==> config.mk <==
export PLATFORM = sky130hd
export DESIGN_NAME = writeback_stage
export DESIGN_NICKNAME = d
export VERILOG_FILES = /design/src/rtl/writeback_stage.sv
export SDC_FILE = /design/constraint.sdc
export NUM_CORES = 1
export LEC_CHECK = 0
export CORE_UTILIZATION = 40
export CTS_CLUSTER_SIZE = 24
export DETAILED_ROUTE_END_ITERATION = 10
export PLACE_DENSITY_LB_ADDON = 0.1
export SLEW_MARGIN = 30
export SYNTH_ARGS = -nofsm -noshare
export SYNTH_HDL_FRONTEND = slang
export SYNTH_SLANG_ARGS = --single-unit
export TNS_END_PERCENT = 5
==> constraint.sdc <==
create_clock -name clk -period 3.3 [get_ports clk]
set_input_delay 0.66 -clock clk [delete_from_list [all_inputs] [get_ports clk]]
set_output_delay 0.66 -clock clk [all_outputs]
set_load 0.05 [all_outputs]
==> src/rtl/writeback_stage.sv <==
// MEM/WB pipeline register with writeback source select, sub-word load
// extraction, misaligned-load detection and a retired-instruction counter.
module writeback_stage #(
    parameter int DATA_W         = 32,
    parameter int REG_AW         = 5,
    parameter bit ZERO_REG_GUARD = 1'b1,
    parameter int OFF_W          = $clog2(DATA_W / 8)
) (
    input  logic              clk,
    input  logic              rst,
    input  logic              stall,
    input  logic              flush,
    input  logic              in_valid,
    input  logic [1:0]        wb_sel,
    input  logic              RegWrite_in,
    input  logic [1:0]        mem_size,
    input  logic              mem_unsigned,
    input  logic [OFF_W-1:0]  byte_offset,
    input  logic [DATA_W-1:0] mem_Read_data,
    input  logic [DATA_W-1:0] mem_ALU_result,
    input  logic [DATA_W-1:0] mem_link_pc,
    input  logic [DATA_W-1:0] mem_imm,
    input  logic [REG_AW-1:0] mem_Write_reg,
    output logic [DATA_W-1:0] wb_data,
    output logic              RegWrite,
    output logic [REG_AW-1:0] WriteReg,
    output logic              wb_valid,
    output logic              misalign,
    output logic [31:0]       retire_count
);

    logic              w_is_load;
    logic              w_misaligned;
    logic [OFF_W-1:0]  w_eff_off;
    logic [DATA_W-1:0] w_shifted;
    logic [DATA_W-1:0] w_load_data;
    logic [DATA_W-1:0] w_next_data;
    logic              w_zero_dst;
    logic              w_next_regwrite;

    logic [DATA_W-1:0] r_wb_data;
    logic              r_regwrite;
    logic [REG_AW-1:0] r_write_reg;
    logic              r_wb_valid;
    logic              r_misalign;
    logic [31:0]       r_retire_count;

    assign w_is_load = (wb_sel == 2'b01);

    always_comb begin
        w_misaligned = 1'b0;
        if (in_valid && w_is_load) begin
            if (mem_size == 2'b01)
                w_misaligned = byte_offset[0];
            else if (mem_size[1])
                w_misaligned = (byte_offset != '0);
        end
    end

    // Misaligned accesses still return data, taken from the offset rounded
    // down to the access size, so the offset is aligned before the shift.
    always_comb begin
        w_eff_off = byte_offset;
        if (mem_size == 2'b01)
            w_eff_off = {byte_offset[OFF_W-1:1], 1'b0};
        else if (mem_size[1])
            w_eff_off = '0;
    end

    assign w_shifted = mem_Read_data >> {w_eff_off, 3'b000};

    always_comb begin
        w_load_data = mem_Read_data;
        case (mem_size)
            2'b00:   w_load_data = {{(DATA_W-8){~mem_unsigned & w_shifted[7]}},
                                    w_shifted[7:0]};
            2'b01:   w_load_data = {{(DATA_W-16){~mem_unsigned & w_shifted[15]}},
                                    w_shifted[15:0]};
            default: w_load_data = mem_Read_data;
        endcase
    end

    always_comb begin
        w_next_data = mem_ALU_result;
        case (wb_sel)
            2'b00:   w_next_data = mem_ALU_result;
            2'b01:   w_next_data = w_load_data;
            2'b10:   w_next_data = mem_link_pc;
            default: w_next_data = mem_imm;
        endcase
    end

    assign w_zero_dst      = ZERO_REG_GUARD && (mem_Write_reg == '0);
    assign w_next_regwrite = in_valid & RegWrite_in & ~w_misaligned & ~w_zero_dst;

    // Flush beats stall; a flushed slot neither retires nor writes.
    always_ff @(posedge clk or posedge rst) begin
        if (rst) begin
            r_wb_data      <= '0;
            r_regwrite     <= 1'b0;
            r_write_reg    <= '0;
            r_wb_valid     <= 1'b0;
            r_misalign     <= 1'b0;
            r_retire_count <= '0;
        end else if (flush) begin
            r_regwrite <= 1'b0;
            r_wb_valid <= 1'b0;
            r_misalign <= 1'b0;
        end else if (!stall) begin
            r_wb_data   <= w_next_data;
            r_regwrite  <= w_next_regwrite;
            r_write_reg <= mem_Write_reg;
            r_wb_valid  <= in_valid;
            r_misalign  <= w_misaligned;
            if (in_valid)
                r_retire_count <= r_retire_count + 32'd1;
        end
    end

    assign wb_data      = r_wb_data;
    assign RegWrite     = r_regwrite;
    assign WriteReg     = r_write_reg;
    assign wb_valid     = r_wb_valid;
    assign misalign     = r_misalign;
    assign retire_count = r_retire_count;

endmodule

==> impl_metrics.csv <==
group,metric,value,unit
status,status,"completed",
die,die_w,107,um
power,p_leak,2.87,nW
clock_tree,clock-sinks,72,
die,initial_utilization,41.8,%
clock_tree,clkTransAtPathRegs,0.08,ns
clock_tree,cts_setup_buffers,0,
synth,synth-seq-area-share,41.2,%
die,dieArea,11400,sq um
global_route,grt_pass1_wl,22800,um
placed_design,hpwlAfterDp,11100,um
power,pwr_density_cell,403,nW/um^2
die,fp.coreArea,10500,sq um
global_route,grt_overflow,0,
placed_design,post-place-cells,823,
clock_tree,h-tree-depth,3,
cells_and_area,nets,845,
critical_path,cpPeakStageDelay,0.75,ns
cells_and_area,layout_common_cells,"clkdlybuf4s50_1 (216), dfrtp_1 (72), nand2_1 (66), o21ai_0 (48), nor2_1 (44)",
placed_design,gp_congestion,0.946,
critical_path,cp_num_cells,7,
critical_path,crit_required,3.49,ns
cells_and_area,final_layout_size_suffix_gt1_share,8.25,%
placed_design,numPortBuffers,217,
power,switching_share,38.4,%
cells_and_area,fillers,905,
clock_tree,max-clock-path-buffers,2,
die,io_pins,218,
critical_path,worstRegToRegCells,5,
sta,clock_skew,0.0137,ns
clock_tree,cts-hold-fix-buffers,0,
sta,hold_violations,0,
power,p_comb_share,39.1,%
route,drt-initial-drc-count,178,
global_route,grt_usage,25.4,%
cells_and_area,diodes,0,
sta,setup_tns,0,ns
global_route,grt_max_degree,49,
critical_path,path_cells,"clkdlybuf4s50_1, nor2b_1, a211oi_1, buf_4, nor4_4, o31ai_4, o21ai_0",
clock_tree,cts_inserted_buffers,9,
sta,maxSlewViolCount,0,
cells_and_area,area_delta_synth_final,56.9,%
critical_path,worst_path_max_delay_cell,"o31ai_4",
route,vias,4495,
sta,tightest_slew,0.863,ns
route,wl_per_cell,16.9,um
critical_path,critPathLaunchType,"primary input",
synth,yosys_warnings,0,
clock_tree,clockRootBuffer,"clkbuf_8",
clock_tree,tritoncts,"done",
sta,slew_headroom,42.5,%
power,internal_power,1.70,mW
power,p_sw,1.06,mW
die,fp.dieH,107,um
global_route,grt_pass1_vias,4603,
route,ant_nets,0,
sta,max_freq,359,MHz
synth,synth_nets,634,
power,max-vdd-ir-drop,0.000223,V
critical_path,crit_family,"compound AO/OA/AOI/OAI gates",
critical_path,cp.arrival,2.98,ns
sta,setup_violations,0,
route,drc,0,
power,p_total,2.77,mW
clock_tree,ctsResizeCount,0,
sta,rsz0062_at_grt,"no",
synth,synth.ff_latch_count,72,
min_path,min_path_type,"flop to flop",
cells_and_area,multi_input_area,2390,sq um
job,drv_cap,0,
critical_path,cp_max_fo,16,
cells_and_area,final_common_cell,"clkdlybuf4s50_1",
route,wirelength,14200,um
sta,fin_crit_sh,84.4,%
critical_path,crit_path_end_kind,"flop",
sta,period_minus_slack,2.79,ns
cells_and_area,final_cells,839,
min_path,hold_depth,1,
route,drt_pass1_iterations,4,
critical_path,critPathKind,"primary input to flop",
clock_tree,clk-insertion-delay-late,0.35,ns
critical_path,path_buf_inv,2,
cells_and_area,register_area,1800,sq um
synth,synth_cells,487,
power,p_clk_share,22.8,%
synth,syn_area,4370,sq um
route,vias_per_cell,5.36,
global_route,antenna_found_initial,0,
synth,yosysUniqueCellTypes,50,
synth,syn-mean-instance-area,8.98,sq um
die,rows,37,
power,seq_power_share,38.2,%
power groups by stage:
stage / clock [mW] / combinational [mW] / sequential [mW]
floorplan: 0 / 0.261 / 1.41
global placement: 0 / 1.07 / 1.07
detailed placement: 0 / 1.08 / 1.07
CTS: 0.638 / 1.09 / 1.06
global route: 0.679 / 1.14 / 1.07
finish: 0.630 / 1.08 / 1.06
cell type report:
type                       count  area share [%]
inverter                       7           0.401
multi-input combinational    376            34.8
sequential                    72            26.3
clock inverter                 6           0.638
clock buffer                  10            1.86
tap                          136            2.48
timing repair buffer         232            33.6
through the flow:
step,utilization (%),worst slack (ns),instance area (sq um),hold WS (ns)
floorplan,-,0.815,4370,0.726
global placement,63.9,0.248,6690,0.460
detailed placement,63.9,0.135,6690,0.468
CTS,65.6,0.509,6860,0.481
global route,65.6,0.298,6860,0.513
finish,65.6,0.515,6860,0.478
worst paths after layout:
check                                      start               end  slack (ns)
worst min register to register  retire_count[31]  retire_count[31]        0.48
min in group asynchronous                    rst  retire_count[29]        0.72
max in group asynchronous                    rst       wb_data[12]        1.96
worst min-delay path            retire_count[31]  retire_count[31]        0.48
worst max register to register   retire_count[3]  retire_count[31]        1.38
worst max-delay path              byte_offset[0]       wb_data[29]        0.51
sequential cells by signal, indices dropped and copies added, names as in the netlist:
| register | flops |
|---|---|
| WriteReg | 5 |
| wb_valid | 1 |
| misalign | 1 |
| retire_count | 32 |
| wb_data | 32 |
| RegWrite | 1 |
synth_stat cells, drive strengths merged:
library cell	number	area [sq um]
o2111ai	1	8.76
or2b	1	8.76
nor3	2	10.0
o21ai	58	328
nor2b	8	50.1
a211oi	8	60.1
o22ai	5	31.3
a22o	3	26.3
mux2i	32	320
a221o	4	40.0
and2	3	18.8
or4	1	7.51
o21a	1	7.51
o211ai	19	143
nor4b	1	8.76
o31ai	2	28.8
mux2	4	45.0
a211o	6	52.6
clkbuf	23	96.3
nor2	46	175
nand3	17	85.1
inv	7	26.3
dlygate4sd3	1	10.0
and4	3	26.3
or2	1	6.26
a21oi	16	80.1
nand2b	2	12.5
o41a	1	11.3
xor2	9	78.8
nor3b	1	7.51
and3	9	56.3
a31oi	4	25.0
dfrtp	72	1800
nor4	3	33.8
ha	1	12.5
xnor2	22	193
buf	8	61.3
o221a	5	56.3
and2b	2	16.3
a22oi	3	22.5
nand2	66	248
nand4	6	37.5
cell families (layout without fill, tap and decap cells):
logic type,count (synthesis),after routing,synth area share (%)
compound gates,136,136,21.1
flops,72,72,41.2
simple gates,172,172,18.5
xor+xnor,31,31,6.21
mux,36,36,8.35
fa+ha+maj,1,1,0.286
buf+inv,39,255,4.43
routing by layer:
metal / vias up / share of wire [%] / GRT usage [%] / wire [um]
met5: - / 0 / 0 / 0
li1: 2169 / - / - / -
met1: 2122 / 41 / 31.4 / 5820
met3: 30 / 5.9 / 3.89 / 839
met2: 174 / 51 / 45.1 / 7160
met4: 0 / 2.4 / 8.41 / 337
No activity file was read; power rests on OpenSTA's default activity.
